**src/rtl/seg_pkg.sv**
```systemverilog
// Shared constants for the 7-segment display path: active-high digit patterns,
// the dark cathode/anode bus values and the scan controller state type.
package seg_pkg;

  localparam logic [6:0] SEG_0 = 7'h7E;
  localparam logic [6:0] SEG_1 = 7'h30;
  localparam logic [6:0] SEG_2 = 7'h6D;
  localparam logic [6:0] SEG_3 = 7'h79;
  localparam logic [6:0] SEG_4 = 7'h33;
  localparam logic [6:0] SEG_5 = 7'h5B;
  localparam logic [6:0] SEG_6 = 7'h5F;
  localparam logic [6:0] SEG_7 = 7'h70;
  localparam logic [6:0] SEG_8 = 7'h7F;
  localparam logic [6:0] SEG_9 = 7'h7B;
  localparam logic [6:0] SEG_A = 7'h77;
  localparam logic [6:0] SEG_B = 7'h1F;
  localparam logic [6:0] SEG_C = 7'h4E;
  localparam logic [6:0] SEG_D = 7'h3D;
  localparam logic [6:0] SEG_E = 7'h4F;
  localparam logic [6:0] SEG_F = 7'h47;

  // Cathode bus value with every segment off (bus is active-low).
  localparam logic [6:0] SEG_BLANK = 7'h7F;
  localparam logic [7:0] AN_OFF    = 8'hFF;

  typedef enum logic {
    ST_IDLE = 1'b0,
    ST_SCAN = 1'b1
  } scan_state_t;

endpackage

```
**src/rtl/hex_to_seg.sv**
```systemverilog
// Combinational hex nibble to active-high {a,b,c,d,e,f,g} segment decoder,
// shared by the scan controller and the single-digit display.
module hex_to_seg
  import seg_pkg::*;
(
  input  logic [3:0] i_nibble,
  output logic [6:0] o_seg
);

  always_comb begin
    // NOTE: every always_comb output gets a default first so no path can infer a latch.
    o_seg = '0;
    case (i_nibble)
      4'h0: o_seg = SEG_0;
      4'h1: o_seg = SEG_1;
      4'h2: o_seg = SEG_2;
      4'h3: o_seg = SEG_3;
      4'h4: o_seg = SEG_4;
      4'h5: o_seg = SEG_5;
      4'h6: o_seg = SEG_6;
      4'h7: o_seg = SEG_7;
      4'h8: o_seg = SEG_8;
      4'h9: o_seg = SEG_9;
      4'hA: o_seg = SEG_A;
      4'hB: o_seg = SEG_B;
      4'hC: o_seg = SEG_C;
      4'hD: o_seg = SEG_D;
      4'hE: o_seg = SEG_E;
      4'hF: o_seg = SEG_F;
      default: o_seg = '0;
    endcase
  end

endmodule

```
**src/rtl/seg_scan_ctrl.sv**
```systemverilog
// Eight-digit 7-segment scan controller: time-multiplexes one cathode bus over
// eight anodes with anti-ghost blanking and frame-synchronous (tear-free) updates.
module seg_scan_ctrl
  import seg_pkg::*;
#(
  parameter int REFRESH_DIV = 50000,
  parameter int BLANK_CYC   = 500
) (
  input  logic        clk,
  input  logic        rst_n,
  input  logic        en,
  input  logic        load,
  input  logic [31:0] data,
  input  logic [7:0]  blank_mask,
  input  logic [7:0]  dp_mask,
  output logic [6:0]  seg,
  output logic        dp,
  output logic [7:0]  an,
  output logic [2:0]  digit_idx,
  output logic        frame_done
);

  localparam int PW = (REFRESH_DIV > 1) ? $clog2(REFRESH_DIV) : 1;
  localparam logic [PW-1:0] PRESC_LAST  = PW'(REFRESH_DIV - 1);
  localparam logic [PW-1:0] BLANK_START = PW'(BLANK_CYC);

  scan_state_t r_state, w_state_nxt;
  logic [PW-1:0] r_presc, w_presc_nxt;
  logic [2:0]    r_digit, w_digit_nxt;
  logic [31:0]   r_disp, w_disp_nxt;
  logic [31:0]   r_pend, w_pend_nxt;
  logic          r_pend_vld, w_pend_vld_nxt;
  logic          w_frame_done_nxt;
  logic          w_past_blank, w_drive;
  logic [3:0]    w_nibble;
  logic [6:0]    w_seg_hi;
  logic [7:0]    r_an, w_an_nxt;
  logic [6:0]    r_seg, w_seg_nxt;
  logic          r_dp, w_dp_nxt;
  logic          r_frame_done;

  always_comb begin
    w_state_nxt      = r_state;
    w_presc_nxt      = r_presc;
    w_digit_nxt      = r_digit;
    w_disp_nxt       = r_disp;
    w_pend_nxt       = r_pend;
    w_pend_vld_nxt   = r_pend_vld;
    w_frame_done_nxt = 1'b0;
    case (r_state)
      ST_IDLE: begin
        w_presc_nxt = '0;
        w_digit_nxt = '0;
        if (en) begin
          w_state_nxt = ST_SCAN;
          if (r_pend_vld) w_disp_nxt = r_pend;
          w_pend_vld_nxt = 1'b0;
        end
        // A direct load is newer than anything pending, so pending is dropped.
        if (load) begin
          w_disp_nxt     = data;
          w_pend_vld_nxt = 1'b0;
        end
      end
      ST_SCAN: begin
        if (!en) begin
          w_state_nxt = ST_IDLE;
          w_presc_nxt = '0;
          w_digit_nxt = '0;
          if (load) begin
            w_pend_nxt     = data;
            w_pend_vld_nxt = 1'b1;
          end
        end else begin
          if (r_presc == PRESC_LAST) begin
            w_presc_nxt = '0;
            w_digit_nxt = r_digit + 3'd1;
          end else begin
            w_presc_nxt = r_presc + 1'b1;
          end
          if ((r_presc == PRESC_LAST) && (r_digit == 3'd7)) begin
            w_frame_done_nxt = 1'b1;
            w_pend_vld_nxt   = 1'b0;
            if (load)            w_disp_nxt = data;
            else if (r_pend_vld) w_disp_nxt = r_pend;
          end else if (load) begin
            w_pend_nxt     = data;
            w_pend_vld_nxt = 1'b1;
          end
        end
      end
      default: w_state_nxt = ST_IDLE;
    endcase
  end

  if (BLANK_CYC == 0) begin : g_no_blank
    assign w_past_blank = 1'b1;
  end else begin : g_blank
    assign w_past_blank = (w_presc_nxt >= BLANK_START);
  end

  // Outputs are decoded from next-state values so the registered pins line up
  // exactly with the registered prescaler and digit counter.
  assign w_drive  = (w_state_nxt == ST_SCAN) && w_past_blank && !blank_mask[w_digit_nxt];
  assign w_nibble = w_disp_nxt[{w_digit_nxt, 2'b00} +: 4];

  hex_to_seg u_hex_to_seg (
    .i_nibble (w_nibble),
    .o_seg    (w_seg_hi)
  );

  always_comb begin
    w_an_nxt  = AN_OFF;
    w_seg_nxt = SEG_BLANK;
    w_dp_nxt  = 1'b1;
    if (w_drive) begin
      w_an_nxt  = ~(8'b1 << w_digit_nxt);
      w_seg_nxt = ~w_seg_hi;
      w_dp_nxt  = ~dp_mask[w_digit_nxt];
    end
  end

  always_ff @(posedge clk or negedge rst_n) begin
    if (!rst_n) begin
      r_state      <= ST_IDLE;
      r_presc      <= '0;
      r_digit      <= '0;
      // NOTE: the data registers are reset too, so a display enabled before any load shows zeros.
      r_disp       <= '0;
      r_pend       <= '0;
      r_pend_vld   <= 1'b0;
      r_an         <= AN_OFF;
      r_seg        <= SEG_BLANK;
      r_dp         <= 1'b1;
      r_frame_done <= 1'b0;
    end else begin
      // NOTE: non-blocking assignments so every register samples pre-edge values.
      r_state      <= w_state_nxt;
      r_presc      <= w_presc_nxt;
      r_digit      <= w_digit_nxt;
      r_disp       <= w_disp_nxt;
      r_pend       <= w_pend_nxt;
      r_pend_vld   <= w_pend_vld_nxt;
      r_an         <= w_an_nxt;
      r_seg        <= w_seg_nxt;
      r_dp         <= w_dp_nxt;
      r_frame_done <= w_frame_done_nxt;
    end
  end

  assign an         = r_an;
  assign seg        = r_seg;
  assign dp         = r_dp;
  assign digit_idx  = r_digit;
  assign frame_done = r_frame_done;

endmodule
```
**config.mk**
```make
export PLATFORM = sky130hd
export DESIGN_NAME = seg_scan_ctrl
export DESIGN_NICKNAME = d
export VERILOG_FILES = /design/src/rtl/seg_pkg.sv /design/src/rtl/hex_to_seg.sv /design/src/rtl/seg_scan_ctrl.sv
export SDC_FILE = /design/constraint.sdc
export NUM_CORES = 1
export LEC_CHECK = 0
export CELL_PAD_IN_SITES_DETAIL_PLACEMENT = 2
export CELL_PAD_IN_SITES_GLOBAL_PLACEMENT = 2
export CORE_ASPECT_RATIO = 1.4
export CORE_UTILIZATION = 32
export CTS_CLUSTER_DIAMETER = 200
export DETAILED_ROUTE_END_ITERATION = 7
export PLACE_DENSITY = 0.71
export SETUP_SLACK_MARGIN = 0.3
export SLEW_MARGIN = 20
export SYNTH_ARGS = -nofsm -noshare
export SYNTH_HDL_FRONTEND = slang
export SYNTH_SLANG_ARGS = --single-unit
```
**constraint.sdc**
```tcl
create_clock -name clk -period 9.3 [get_ports clk]
set_clock_uncertainty 0.05 [all_clocks]
set_input_delay 0.93 -clock clk [delete_from_list [all_inputs] [get_ports clk]]
set_output_delay 0.93 -clock clk [all_outputs]
set_load 0.02 [all_outputs]
```
==> impl_metrics.toml, run 1 <==
[timing]
slew_violations = 0
final_hold_viol_count = 0
relSlewSlack_pct = 33.9
rsz0062_at_grt = "false"
setup_viol = 0
period_minus_slack_ns = 4.82
fin_setup_tns_ns = 0
max_freq_mhz = 207
tightest_slew_ns = 0.991
min_period_over_period_pct = 51.9

[layout]
insertedDiodeCount = 0
fin_nets = 753
area_growth_pct = 19.4
drive_above_1_share_pct = 16.5
fin_cells = 941
fillCellCount = 2028
fin_util_pct = 39.0

[power_and_ir_drop]
p_int_w = 0.000779
comb_power_share_pct = 20.4
clockPowerShare_pct = 33.4
total_power_w = 0.00112
peakVddDrop_mv = 0.0818
power_frac_seq_pct = 46.2
p_switching_w = 0.000346
leakage_nw = 2.99
power.density_mw_per_mm2 = 155
swShare_pct = 30.7

[yosys]
ys_types = 76
synthArstFlopShare_pct = 100
synth-seq-cells = 102
synth_xor_area_share_pct = 2.17
syn_inst = 644
synthAdderAreaFrac_pct = 1.86
synth_common_cells = "dfrtp_1, nand2_1, nor2_1"
synth_top_family_by_area = "compound AO/OA/AOI/OAI gates"
yosys_warnings = 0
synthFlopType = "dfrtp_1"
synth_top_cell_area_share_pct = 35.5
synthMostInstantiatedCell = "dfrtp_1"
syn_area_mm2 = 0.00605
synth_compound_area_share_pct = 18.6
yosysSeqAreaShare_pct = 42.5
synth.area.mux_share_pct = 12.3
syn_avg_cell_area_um2 = 9.40
synth_edf_count = 0
synth-simple-area-share_pct = 18.2
syn_nets = 705
synth_area_leader_cell = "dfrtp_1"
synthTopCellsByArea = "dfrtp_1, mux2_2, dfstp_2"

[critical_path]
timing.rr.start = "r_presc[5]$_DFF_PN0_"
endpoint_kind = "register"
path_cells = "clkdlybuf4s50_1, buf_4, nand2_1, a211oi_1, nor2_1, a211o_1, and3_1, mux2_2, a211oi_4, inv_1, ha_1, inv_1, a21oi_1, a311oi_1, o21ai_1"
worstPathRequired_ns = 9.52
worst-r2r-cell-count = 13
crit_type = "in -> reg"
cpMostUsedCell = "inv_1"
critPathMaxFanout = 39
r2r_setup_slack_ns = 4.57
r2r-end = "seg[3]$_DFF_PN1_"
slowest_delay_ns = 0.52
cp.arrival_ns = 5.04
cp_slowest_cell = "nand2_1"
crit_path_start_kind = "input port"

[flow_run]
drv_cap = 0

[floorplan]
dieArea_mm2 = 0.0195
num_rows = 59
core-area_mm2 = 0.0185
num_io_pins = 72
initial_core_util_pct = 32.7
die_y_um = 165
die_x_um = 118

[detailed_routing]
drcViolationCount = 0
ant_nets = 0
vias = 5245
vias_per_cell = 5.57
wl_mm = 20.5
wl_per_cell_um = 21.8
dr.first_iter.drc_count = 156
dr.pass1.iters = 4

[clock_tree]
clockBufferDepth = 2
post_cts_resized = 0
clkSinkCount = 102
insertion_delay_ns = 0.36
cts_buffers = 9
root_buffer = "clkbuf_16"
htree_levels = 3
path_clk_slew_ns = 0.08
cts_tree = "yes"
post_cts_buffers = 0
postCtsHoldBufs = 0

[global_routing]
grt_pass1_wl_mm = 32.6
grt_max_degree = 81
grt_pass1_vias = 5749
grt_overflow = 0
antenna_found_initial = 0
grt_usage_pct = 21.8

[place]
portBuffers = 71
place_inst = 925
dp_hpwl_mm = 14.5
gp_congestion = 0.790

[status]
status = "finished, final reports clean"

[min_path]
hp-class = "in -> async"
-- worst max path at each step --
| stage | cells after the start | to | startpoint |
|---|---|---|---|
| global route | 15 | seg[3]$_DFF_PN1_ | r_presc[0]$_DFF_PN0_ |
| CTS | 15 | seg[3]$_DFF_PN1_ | en |
| detailed placement | 15 | seg[3]$_DFF_PN1_ | en |
| finish | 15 | seg[3]$_DFF_PN1_ | en |
| global placement | 15 | seg[3]$_DFF_PN1_ | en |
| floorplan | 16 | seg[3]$_DFF_PN1_ | r_presc[0]$_DFF_PN0_ |
-- state kept, by name, summed over array words and instances, names as in the netlist, 3 cells and up --
| name | count |
|---|---|
| seg | 7 |
| digit_idx | 3 |
| r_presc | 16 |
| an | 8 |
| r_disp | 32 |
| r_pend | 32 |
-- per-stage QoR --
step                hold slack (ns)  instance area (µm²)  setup slack [ns]
floorplan                     0.400                 6050              5.63
global placement              0.424                 6950              4.43
detailed placement            0.451                 6950              4.15
CTS                           0.451                 7230              4.50
global route                  0.458                 7230              4.23
finish                        0.427                 7230              4.48
-- layer usage --
| layer | GRT usage (%) | up-vias | routed length, µm | part of all wire (%) |
|---|---|---|---|---|
| met5 | 0 | - | 0 | 0 |
| met4 | 7.23 | 0 | 390 | 1.9 |
| met3 | 3.11 | 20 | 372 | 1.8 |
| met2 | 41.8 | 63 | 11200 | 55 |
| met1 | 24.6 | 2736 | 8490 | 41 |
| li1 | - | 2426 | - | - |
-- kinds of logic (layout without fill, tap and decap cells) --
| kind of cell | after synthesis | count (layout) |
|---|---|---|
| xor+xnor | 15 | 15 |
| fa+ha+maj | 9 | 9 |
| flops | 102 | 102 |
| mux | 68 | 68 |
| buf+inv | 63 | 116 |
| compound gates | 163 | 163 |
| simple gates | 224 | 224 |
-- layout by cell type, fill, tap and decap left out, types with 6 or more instances in the layout --
master / n
a21oi_1: 29
o22ai_1: 12
dfstp_2: 16
nand2b_1: 7
dfrtp_1: 86
inv_1: 17
clkdlybuf4s50_1: 69
xnor2_1: 8
and2_1: 6
and3_1: 22
o21ai_0: 43
xor2_1: 7
mux2_2: 48
buf_4: 10
nor2_1: 56
clkbuf_16: 9
nand3_1: 24
ha_1: 9
a211o_1: 6
nor3_1: 6
nand2_1: 71
a211oi_1: 10
mux2i_1: 18
-- power by group through the flow --
stage | logic (W) | registers (W) | clock network, W
after detailed placement | 0.000231 | 0.000527 | 0
after global routing | 0.000252 | 0.000525 | 0.000399
after floorplan | 0.000147 | 0.000514 | 0
final | 0.000229 | 0.000519 | 0.000376
after global placement | 0.000217 | 0.000523 | 0
after CTS | 0.000232 | 0.000519 | 0.000386
-- worst max-delay path: cells and delay by family --
family,cells,cell delay (ns)
fa+ha+maj,1,0.26
compound gates,6,1.64
simple gates,3,0.79
buf+inv,4,1.11
mux,1,0.29
-- layout make-up --
type | count | area (µm²) | area share (%)
Timing Repair Buffer | 80 | 771 | 10.7
Sequential cell | 102 | 2570 | 35.6
Tap cell | 244 | 305 | 4.22
Inverter | 20 | 75.1 | 1.04
Clock buffer | 10 | 239 | 3.31
Clock inverter | 6 | 45.0 | 0.623
Multi-Input combinational cell | 479 | 3220 | 44.6
No activity file was read; power rests on OpenSTA's default activity.
==> run 2: changes to the inputs <==
- PLACE_DENSITY: 0.71 -> 0.74
- clock period: 9.3 -> 4.4 ns (I/O delays scaled with it)
==> impl_metrics.toml, run 2 (synthesis gave the netlist of run 1 again) <==
[status]
status = "finished, final reports clean"

[clock_tree]
insertion_delay_ns = 0.36
cts_buffers = 9
clkSinkCount = 102
path_clk_slew_ns = 0.07
htree_levels = 3
cts_tree = "yes"
postCtsHoldBufs = 0
clockBufferDepth = 2
root_buffer = "clkbuf_16"

[layout]
fin_cells = 961
area_growth_pct = 22.9
insertedDiodeCount = 0
fin_nets = 773
mostFrequentLayoutCells = "dfrtp_1, nand2_1, clkdlybuf4s50_1"
reg.largest.list = "r_disp (32), r_pend (32), r_presc (16)"
mostFrequentLayoutCell = "dfrtp_1"
fin_util_pct = 40.2
drive_above_1_share_pct = 19.2

[global_routing]
antenna_found_initial = 0
grt_max_degree = 53
grt_pass1_vias = 6121
grt_pass1_wl_mm = 34.6
grt_usage_pct = 23.5
grt_overflow = 0

[floorplan]
num_io_pins = 72
num_rows = 59
core-area_mm2 = 0.0185
die_x_um = 118
dieArea_mm2 = 0.0195
initial_core_util_pct = 32.7
die_y_um = 165

[detailed_routing]
dr.first_iter.drc_count = 185
ant_nets = 0
drcViolationCount = 0
vias_per_cell = 5.63
vias = 5412
wl_per_cell_um = 22.8
wl_mm = 21.9
dr.pass1.iters = 4

[critical_path]
crit_type = "reg -> reg"
r2r_setup_slack_ns = 0.52
crit_path_start_kind = "register"
timing.rr.start = "digit_idx[0]$_DFF_PN0_"
endpoint_kind = "register"
r2r-end = "seg[1]$_DFF_PN1_"
cp.arrival_ns = 4.09
worst-r2r-cell-count = 16
worstPathRequired_ns = 4.61
critPathMaxFanout = 20

[power_and_ir_drop]
power.density_mw_per_mm2 = 329
total_power_w = 0.00244
peakVddDrop_mv = 0.166
leakage_nw = 3.10

[timing]
setup_viol = 0
min_period_over_period_pct = 88.3
relSlewSlack_pct = 44.4
fin_setup_tns_ns = 0
max_freq_mhz = 258
tightest_slew_ns = 0.831
slew_violations = 0
rsz0062_at_grt = "false"
timing.hold.ws_ns = 0.140
period_minus_slack_ns = 3.88
final_hold_viol_count = 0

[place]
portBuffers = 71
dp_hpwl_mm = 15.7
place_inst = 943
gp_congestion = 0.882

[min_path]
hp-class = "in -> async"

[flow_run]
drv_cap = 0
==> run 2: how the worst max path moves through the flow <==
stage	end	startpoint	slack [ns]	cells past startpoint
after floorplan	seg[3]$_DFF_PN1_	r_presc[0]$_DFF_PN0_	0.73	16
after global placement	seg[5]$_DFF_PN1_	en	0.49	10
after detailed placement	seg[1]$_DFF_PN1_	r_presc[5]$_DFF_PN0_	0.32	13
after CTS	seg[1]$_DFF_PN1_	r_presc[0]$_DFF_PN0_	0.32	13
after global routing	seg[1]$_DFF_PN1_	digit_idx[0]$_DFF_PN0_	0.31	16
final	seg[1]$_DFF_PN1_	digit_idx[0]$_DFF_PN0_	0.52	16
==> run 2: layout make-up <==
| type | count | area [µm²] |
|---|---|---|
| inverters | 20 | 75.1 |
| well taps | 244 | 305 |
| clock inverters | 4 | 48.8 |
| multi-input cells | 479 | 3260 |
| clock buffers | 12 | 246 |
| flip-flops and latches | 102 | 2570 |
| fillers | 1999 | 11100 |
| repair buffers | 100 | 933 |
==> run 2: worst max-delay path, cell delays in order, from the launching register on <==
cell	delay, ns
dfrtp_1	0.44
ha_1	0.18
ha_1	0.15
nand4_1	0.18
or4_4	0.62
o21ai_4	0.17
buf_12	0.18
mux2_2	0.36
mux2_2	0.26
a2bb2oi_1	0.15
o211a_2	0.26
inv_1	0.10
ha_1	0.19
inv_1	0.09
a21oi_1	0.06
o21ai_0	0.19
o211ai_1	0.13
==> run 2: metal layers <==
| metal | vias to the layer above | GRT usage [%] | wire length (µm) | share of wire [%] |
|---|---|---|---|---|
| li1 | 2464 | - | - | - |
| met1 | 2854 | 26.2 | 8870 | 40 |
| met2 | 66 | 44.9 | 12200 | 56 |
| met3 | 28 | 2.59 | 303 | 1.4 |
| met4 | 0 | 10.2 | 534 | 2.4 |
| met5 | - | 0 | 0 | 0 |
==> run 2: timing repair <==
item	CTS	global route
buffers inserted	0	2
pin swaps	0	3
endpoints found under the setup margin	2	7
resized for setup	2	10
==> run 2: power breakdown <==
part | total (W) | switching [W] | leakage, nW | internal, W
Clock | 0.000835 | 0.000378 | 0.147 | 0.000457
Combinational | 0.000509 | 0.000280 | 1.73 | 0.000229
Sequential | 0.00110 | 0.0000710 | 1.23 | 0.00103
==> run 2: through the flow <==
step	setup slack, ns	area [µm²]
6_report	0.517	7440
4_1_cts	0.315	7380
3_3_place_gp	0.493	7080
5_1_grt	0.310	7440
2_1_floorplan	0.728	6050
3_5_place_dp	0.321	7080
